## src/rtl/uart_tx_mmio_if.sv

```systemverilog
// uart_tx_mmio_if: processor data-bus slice seen by the memory-mapped UART.
//   Address   : byte address (ALU result)
//   WriteData : store data; [7:0] is the TX byte, [2] clears overrun on STATUS
//   MemWrite  : store strobe, one cycle per sw
//   MemRead   : load strobe
//   ReadData  : status word returned to the load path (0 when not selected)
// master drives the bus (CPU / bench); slave is the UART.
interface uart_tx_mmio_if;
    logic [31:0] Address;
    logic [31:0] WriteData;
    logic        MemWrite;
    logic        MemRead;
    logic [31:0] ReadData;

    modport master (
        output Address, WriteData, MemWrite, MemRead,
        input  ReadData
    );
    modport slave (
        input  Address, WriteData, MemWrite, MemRead,
        output ReadData
    );
endinterface

```

## src/rtl/uart_tx_mmio.sv

```systemverilog
// uart_tx_mmio: memory-mapped 8N1 UART transmitter, LSB first.
//   clk, reset : system clock, synchronous active-high reset
//   bus        : uart_tx_mmio_if.slave (Address/WriteData/MemWrite/MemRead/ReadData)
//   Tx         : registered serial line, idles high
//   Busy       : frame on the line or byte queued
// A store to DATA_ADDR queues WriteData[7:0]; STATUS_ADDR reads
// {overrun, full, busy} and a store with WriteData[2]=1 clears overrun.
// Build option: define UART_TX_FIFO_EN for a 4-entry FIFO queue; otherwise
// the queue is a single holding register.
module uart_tx_mmio #(
    parameter logic [31:0] DATA_ADDR    = 32'h1001_0024,
    parameter logic [31:0] STATUS_ADDR  = 32'h1001_0028,
    parameter int          CLKS_PER_BIT = 434
) (
    input  logic           clk,
    input  logic           reset,
    uart_tx_mmio_if.slave  bus,
    output logic           Tx,
    output logic           Busy
);
    localparam int CW = $clog2(CLKS_PER_BIT);

    typedef enum logic [1:0] {IDLE, START, DATA, STOP} state_t;

    state_t        state;
    logic [CW-1:0] baudCnt;
    logic [2:0]    bitIdx;
    logic [7:0]    shiftReg;
    logic          overrun;

    logic       empty, full, pop, push, drop, dataWr, ovrClr, baudDone, busy;
    logic [7:0] head;
    logic       unusedWriteBits;

    assign unusedWriteBits = ^bus.WriteData[31:8];

    assign baudDone = (baudCnt == CW'(CLKS_PER_BIT - 1));
    // The queue head leaves either from IDLE or at the end of a stop bit, so
    // consecutive frames follow each other with no idle gap.
    assign pop      = !empty && ((state == IDLE) || ((state == STOP) && baudDone));
    assign dataWr   = bus.MemWrite && (bus.Address == DATA_ADDR);
    // A pop in the same cycle frees a slot, so a write against a full queue
    // is still accepted then.
    assign push     = dataWr && (!full || pop);
    assign drop     = dataWr && full && !pop;
    assign ovrClr   = bus.MemWrite && (bus.Address == STATUS_ADDR) && bus.WriteData[2];

    assign busy     = (state != IDLE) || !empty;
    assign Busy     = busy;
    assign bus.ReadData = (bus.MemRead && (bus.Address == STATUS_ADDR))
                        ? {29'b0, overrun, full, busy} : 32'b0;

`ifdef UART_TX_FIFO_EN
    logic [7:0] fifoMem [4];
    logic [1:0] wrPtr, rdPtr;
    logic [2:0] count;

    assign empty = (count == 3'd0);
    assign full  = (count == 3'd4);
    assign head  = fifoMem[rdPtr];

    always_ff @(posedge clk) begin
        if (push) fifoMem[wrPtr] <= bus.WriteData[7:0];
    end

    always_ff @(posedge clk) begin
        if (reset) begin
            wrPtr <= 2'd0;
            rdPtr <= 2'd0;
            count <= 3'd0;
        end else begin
            if (push) wrPtr <= wrPtr + 2'd1;
            if (pop)  rdPtr <= rdPtr + 2'd1;
            count <= count + {2'b0, push} - {2'b0, pop};
        end
    end
`else
    logic [7:0] holdReg;
    logic       holdValid;

    assign empty = !holdValid;
    assign full  = holdValid;
    assign head  = holdReg;

    always_ff @(posedge clk) begin
        if (reset) begin
            holdReg   <= 8'h00;
            holdValid <= 1'b0;
        end else begin
            if (push) holdReg <= bus.WriteData[7:0];
            // push wins over pop so a simultaneous pair leaves the slot filled
            if (push)     holdValid <= 1'b1;
            else if (pop) holdValid <= 1'b0;
        end
    end
`endif

    // Drop sets overrun even when a clear arrives in the same cycle.
    always_ff @(posedge clk) begin
        if (reset)       overrun <= 1'b0;
        else if (drop)   overrun <= 1'b1;
        else if (ovrClr) overrun <= 1'b0;
    end

    always_ff @(posedge clk) begin
        if (reset) begin
            state    <= IDLE;
            Tx       <= 1'b1;
            baudCnt  <= '0;
            bitIdx   <= 3'd0;
            shiftReg <= 8'h00;
        end else begin
            case (state)
                IDLE: begin
                    Tx <= 1'b1;
                    if (pop) begin
                        shiftReg <= head;
                        baudCnt  <= '0;
                        state    <= START;
                        Tx       <= 1'b0;
                    end
                end
                START: begin
                    if (baudDone) begin
                        baudCnt <= '0;
                        bitIdx  <= 3'd0;
                        state   <= DATA;
                        Tx      <= shiftReg[0];
                    end else begin
                        baudCnt <= baudCnt + CW'(1);
                    end
                end
                DATA: begin
                    if (baudDone) begin
                        baudCnt <= '0;
                        if (bitIdx == 3'd7) begin
                            state <= STOP;
                            Tx    <= 1'b1;
                        end else begin
                            bitIdx   <= bitIdx + 3'd1;
                            shiftReg <= {1'b0, shiftReg[7:1]};
                            Tx       <= shiftReg[1];
                        end
                    end else begin
                        baudCnt <= baudCnt + CW'(1);
                    end
                end
                STOP: begin
                    if (baudDone) begin
                        baudCnt <= '0;
                        if (pop) begin
                            shiftReg <= head;
                            state    <= START;
                            Tx       <= 1'b0;
                        end else begin
                            state <= IDLE;
                            Tx    <= 1'b1;
                        end
                    end else begin
                        baudCnt <= baudCnt + CW'(1);
                    end
                end
                default: begin
                    state <= IDLE;
                    Tx    <= 1'b1;
                end
            endcase
        end
    end
endmodule
```

## src/flat_wrapper.sv

```systemverilog
// flat-port wrapper written by rule: the top's interface ports become plain ports
module uart_tx_mmio_flat 
#(
    parameter logic [31:0] DATA_ADDR    = 32'h1001_0024,
    parameter logic [31:0] STATUS_ADDR  = 32'h1001_0028,
    parameter int          CLKS_PER_BIT = 434
)
  (clk, reset, Tx, Busy, bus_Address, bus_WriteData, bus_MemWrite, bus_MemRead, bus_ReadData);
  uart_tx_mmio_if bus_i ();
  input  logic clk;
  input  logic reset;
  output logic Tx;
  output logic Busy;
  input wire logic [$bits(bus_i.Address)-1:0] bus_Address;
  input wire logic [$bits(bus_i.WriteData)-1:0] bus_WriteData;
  input wire logic [$bits(bus_i.MemWrite)-1:0] bus_MemWrite;
  input wire logic [$bits(bus_i.MemRead)-1:0] bus_MemRead;
  output wire logic [$bits(bus_i.ReadData)-1:0] bus_ReadData;
  assign bus_i.Address = bus_Address;
  assign bus_i.WriteData = bus_WriteData;
  assign bus_i.MemWrite = bus_MemWrite;
  assign bus_i.MemRead = bus_MemRead;
  assign bus_ReadData = bus_i.ReadData;
  uart_tx_mmio #(.DATA_ADDR(DATA_ADDR), .STATUS_ADDR(STATUS_ADDR), .CLKS_PER_BIT(CLKS_PER_BIT)) u_core (.clk(clk), .reset(reset), .bus(bus_i), .Tx(Tx), .Busy(Busy));
endmodule
```

## config.mk

```make
export PLATFORM = sky130hd
export DESIGN_NAME = uart_tx_mmio_flat
export DESIGN_NICKNAME = d
export VERILOG_FILES = /design/src/rtl/uart_tx_mmio_if.sv /design/src/rtl/uart_tx_mmio.sv /design/src/flat_wrapper.sv
export SDC_FILE = /design/constraint.sdc
export NUM_CORES = 1
export LEC_CHECK = 0
export ABC_AREA = 0
export CAP_MARGIN = 20
export CORE_MARGIN = 2
export CORE_UTILIZATION = 35
export CTS_CLUSTER_SIZE = 25
export DETAILED_ROUTE_END_ITERATION = 12
export HOLD_SLACK_MARGIN = 0.02
export PLACE_DENSITY = 0.79
export SYNTH_ARGS = -nofsm -noshare
export SYNTH_HDL_FRONTEND = slang
export SYNTH_SLANG_ARGS = --single-unit
```

## constraint.sdc

```tcl
create_clock -name clk -period 6.1 [get_ports clk]
set_input_delay 0.915 -clock clk [delete_from_list [all_inputs] [get_ports clk]]
set_output_delay 0.915 -clock clk [all_outputs]
set_load 0.02 [all_outputs]
```

### Word-level counts from Yosys, hierarchy flattened

Cells that the tools add are included.

| operators by class | value |
|---|---|
| $add $sub $neg | 2 |
| equal/unequal tests | 13 |
| mux-type cells | 30 |
| reduce and logical (&&, ||, !) cells | 25 |

Operator list:

| operator | number |
|---|---|
| $eq 32x29->1 const B | 2 |
| $mux 8 | 4 |
| $pmux 8 s3 | 1 |
| $mux 9 | 2 |
| $pmux 9 s2 | 1 |
| $mux 3 | 4 |
| $mux 1 | 10 |
| $mux 2 | 5 |
| $ne 2x1->1 const B | 5 |
| $add 9x1->9 const B | 1 |
| $eq 9x9->1 const B | 1 |
| $logic_and 1x1->1 | 9 |
| $pmux 2 s4 | 1 |
| $reduce_and 4->1 | 2 |
| $reduce_bool 2->1 | 4 |
| $pmux 3 s2 | 1 |
| $reduce_and 5->1 | 1 |
| $eq 2x2->1 const B | 2 |
| $pmux 1 s4 | 1 |
| $add 3x1->3 const B | 1 |
| $eq 3x3->1 const B | 1 |
| $logic_or 1x1->1 | 3 |
| $reduce_and 3->1 | 1 |
| $reduce_bool 3->1 | 1 |
| other kinds (5) | 6 |

| word-level totals | value |
|---|---|
| bits in registers | 33 |
| input bits | 68 |
| output and inout bits | 34 |
| logic and storage cells | 78 |

### Logic depth before layout (Yosys ltp)

| logic depth | value |
|---|---|
| depth after elaboration | 7 |
| depth in mapped cells | 9 |
| depth with buffers taken out | 9 |

### Worst setup path before layout

Ideal clock, no wire load.

| timing | value |
|---|---|
| kind | input to output |
| start | in bus_Address[30] |
| end | out bus_ReadData[0] |
| data arrival time | 2,047 ps |
| data required time | 5,185 ps |
| slack | 3,138 ps |
| cell stages on the path | 4 |
| path buffers | 0 |
| cells stage by stage | nor4_1 -> nand4_1 -> nor4_1 -> and3_1 |

| on the way | value |
|---|---|
| cells in the longest elaborated chain, start to end | 3 |

RTL lines:

| item | line | RTL |
|---|---|---|
| start, declared | flat_wrapper.sv:14 | `input wire logic [$bits(bus_i.Address)-1:0] bus_Address;` |
| $eq 32x29->1 | uart_tx_mmio.sv:50 | `assign bus.ReadData = (bus.MemRead && (bus.Address == STATUS_ADDR))` |
| $logic_and 1x1->1 | uart_tx_mmio.sv:50 |  |
| $mux 3 | uart_tx_mmio.sv:51 | `? {29'b0, overrun, full, busy} : 32'b0;` |
| end, declared | flat_wrapper.sv:18 | `output wire logic [$bits(bus_i.ReadData)-1:0] bus_ReadData;` |

No other way between the ends.

### Worst setup path after layout

| timing | value |
|---|---|
| start | in bus_Address[5] |
| end | out bus_ReadData[0] |

Same word-level chain as after synthesis.

==> flow_summary.ini <==
[run_status]
outcome = finished clean

[sta]
min_period_over_period = 0.670
hold_viol = 0
slew-limit-headroom = 0.480
slew_viol_final = 0
period_minus_slack_ns = 4.08
setup_violations = 0
worst_pin_slew_ns = 0.769
grt_setup_unrepaired = no
fmax_mhz = 245
tns_ns = 0
skew_ns = 0.00486

[critical_path]
crit_required_ns = 5.18
critPathLaunchType = primary input
path_max_fanout = 4
crit_type = in2out
crit_arrival_ns = 3.17
worstSetupEndpointType = output pin

[logic_synthesis]
synth_edf_count = 0
synth_cells = 232
synthXorXnorAreaFrac = 0
netlist_top_cells_count = dfxtp_1, buf_4, nor2_1
synthAdderAreaFrac = 0.0610
synth_seq_cells = 33
synth-compound-area-share = 0.154
syn_area_um2 = 2050
synth_top_family_by_area = simple AND/OR/NAND/NOR gates
yosysWarnings = 0
synthFlopType = dfxtp_1
synthMuxAreaShare = 0.0927
synthTopCellsByArea = dfxtp_1, buf_4, mux2i_1, ha_1, nor2_1
ys_seq_area_frac = 0.322
yosysTopAreaCell = dfxtp_1
async_flop_share = 0
synth_area_per_cell_um2 = 8.84
synthDistinctLibCells = 48
yosysMostFrequentCell = dfxtp_1
synth_simple_gate_area_frac = 0.220
yosysTopAreaCellShare = 0.322

[final_layout]
design_area_um2 = 2570
drive_above_1_share = 0.0647
layoutNonFillerInstCount = 350
area_growth_syn_to_layout_pct = 25.4
fin_nets = 355
fillers = 533
fin_util = 0.462
n_antenna_cell = 0

[clocking]
tritoncts = built
post_cts_resized = 0
cts_setup_buffers = 0
cts_inserted_buffers = 5
root_buffer = clkbuf_8
clock_latency_ns = 0.29
htree_levels = 2
clockBufferDepth = 2
cts_sinks = 33
clk_pin_slew_ns = 0.07
cts_hold_buffers = 0

[power]
clkPwrFrac = 0.338
p_per_area_nw_per_um2 = 245
seqPwrFrac = 0.369
power.share.combinational = 0.293
irDropWorstVdd_mv = 0.182
p_leak_nw = 0.919
p_int_uw = 435
switching_share = 0.311
power.switching_uw = 196

[global_route]
grt_max_degree = 35
grtUsageTotal = 0.134
antenna_found_initial = 0
grt_pass1_vias = 1581
gr-total-overflow = 0
grt_pass1_wl_mm = 6.89

[floorplanning]
die_x_um = 80.5
die_area_um2 = 6490
core_area_um2 = 5570
rows = 27
die_height_um = 80.5
ios = 102
start_util = 0.368

[placement]
gp_congestion = 0.822
hpwl_mm = 3.21
port_buffers = 48
placed_cells = 342
place_area_um2 = 2450

[worst_hold_path]
holdCritPathClass = reg2reg

[route]
vias_per_cell = 4.87
drtAntennaViolNets = 0
vias = 1706
dr.pass1.iters = 4
post-route-drc-count = 0
routed_wl_mm = 4.21
drt-initial-drc-count = 52
routedWlPerCell_um = 12.0

[flow_run]
drv_cap = 0
[through the flow]
step	worst slack (ns)	power [mW]	hold WS [ns]
finish	2.02	0.631	0.465
global route	1.74	0.668	0.478
CTS	1.96	0.635	0.468
detailed placement	1.97	0.421	0.452
global placement	2.00	0.416	0.451
floorplan	3.14	0.371	0.443
[path summary, 6_finish.rpt]
kind,start,depth (start not counted),slack (ns),endpoint
hold reg to reg,u_core.Tx,1,0.46,u_core.Tx
hold / removal,u_core.Tx,1,0.46,u_core.Tx
setup reg to reg,u_core.state[0],6,3.45,u_core.shiftReg[4]
setup / recovery,bus_Address[5],6,2.02,bus_ReadData[0]
[registers in the layout (all words and copies together) (netlist names)]
signal	cells
u_core.head	8
u_core.bitIdx	3
u_core.state	2
u_core.full	1
u_core.overrun	1
u_core.baudCnt	9
u_core.Tx	1
u_core.shiftReg	8
[layer usage]
metal	part of all wire	vias to the layer above	wire length (um)	track usage
li1	-	866	-	-
met1	0.44	786	1860	0.173
met2	0.49	44	2080	0.210
met3	0.045	10	190	0.0337
met4	0.019	0	78	0.0559
met5	0	-	0	0
[final cells by class]
type,instances,area (um2),area share
Clock buffer,6,82.6,0.0321
Tap cell,72,90.1,0.0350
Clock inverter,2,37.5,0.0146
Multi-Input combinational cell,182,1190,0.463
Timing Repair Buffer,49,488,0.190
Inverter,6,22.5,0.00875
Sequential cell,33,661,0.257
[layout by cell type, fill, tap and decap left out, types with 3 or more instances in the layout]
| cell type | instances |
|---|---|
| a211oi_1 | 7 |
| a21oi_1 | 12 |
| a311oi_1 | 4 |
| and3_1 | 8 |
| clkbuf_8 | 6 |
| clkdlybuf4s50_1 | 48 |
| conb_1 | 29 |
| dfxtp_1 | 33 |
| ha_1 | 10 |
| inv_1 | 4 |
| mux2i_1 | 19 |
| nand2_1 | 10 |
| nand2b_1 | 3 |
| nand3b_1 | 3 |
| nor2_1 | 29 |
| nor2b_1 | 3 |
| nor4_1 | 6 |
| o21ai_0 | 8 |
[critical path, stage by stage]
cell,delay [ns]
clkdlybuf4s50_1,0.45
nor4bb_1,0.26
nand4_1,0.23
nor4_1,0.48
and3_1,0.23
clkdlybuf4s50_1,0.60
[kinds of logic (layout without fill, tap and decap cells)]
logic type                 after synthesis  after routing
AOI/OAI and AO/OA                       44             44
muxes                                   19             19
DFF                                     33             33
and+or+nand+nor                         80             80
other                                    1             29
buffers and inverters                   45             63
adders and majority gates               10             10
[power by group through the flow]
stage	clock [mW]	combinational, mW	sequential [mW]
2_1_floorplan	0	0.131	0.240
3_3_place_gp	0	0.179	0.237
3_5_place_dp	0	0.183	0.238
4_1_cts	0.218	0.184	0.233
5_1_grt	0.229	0.205	0.234
6_report	0.214	0.185	0.233
(Power assumes the default switching activity.)
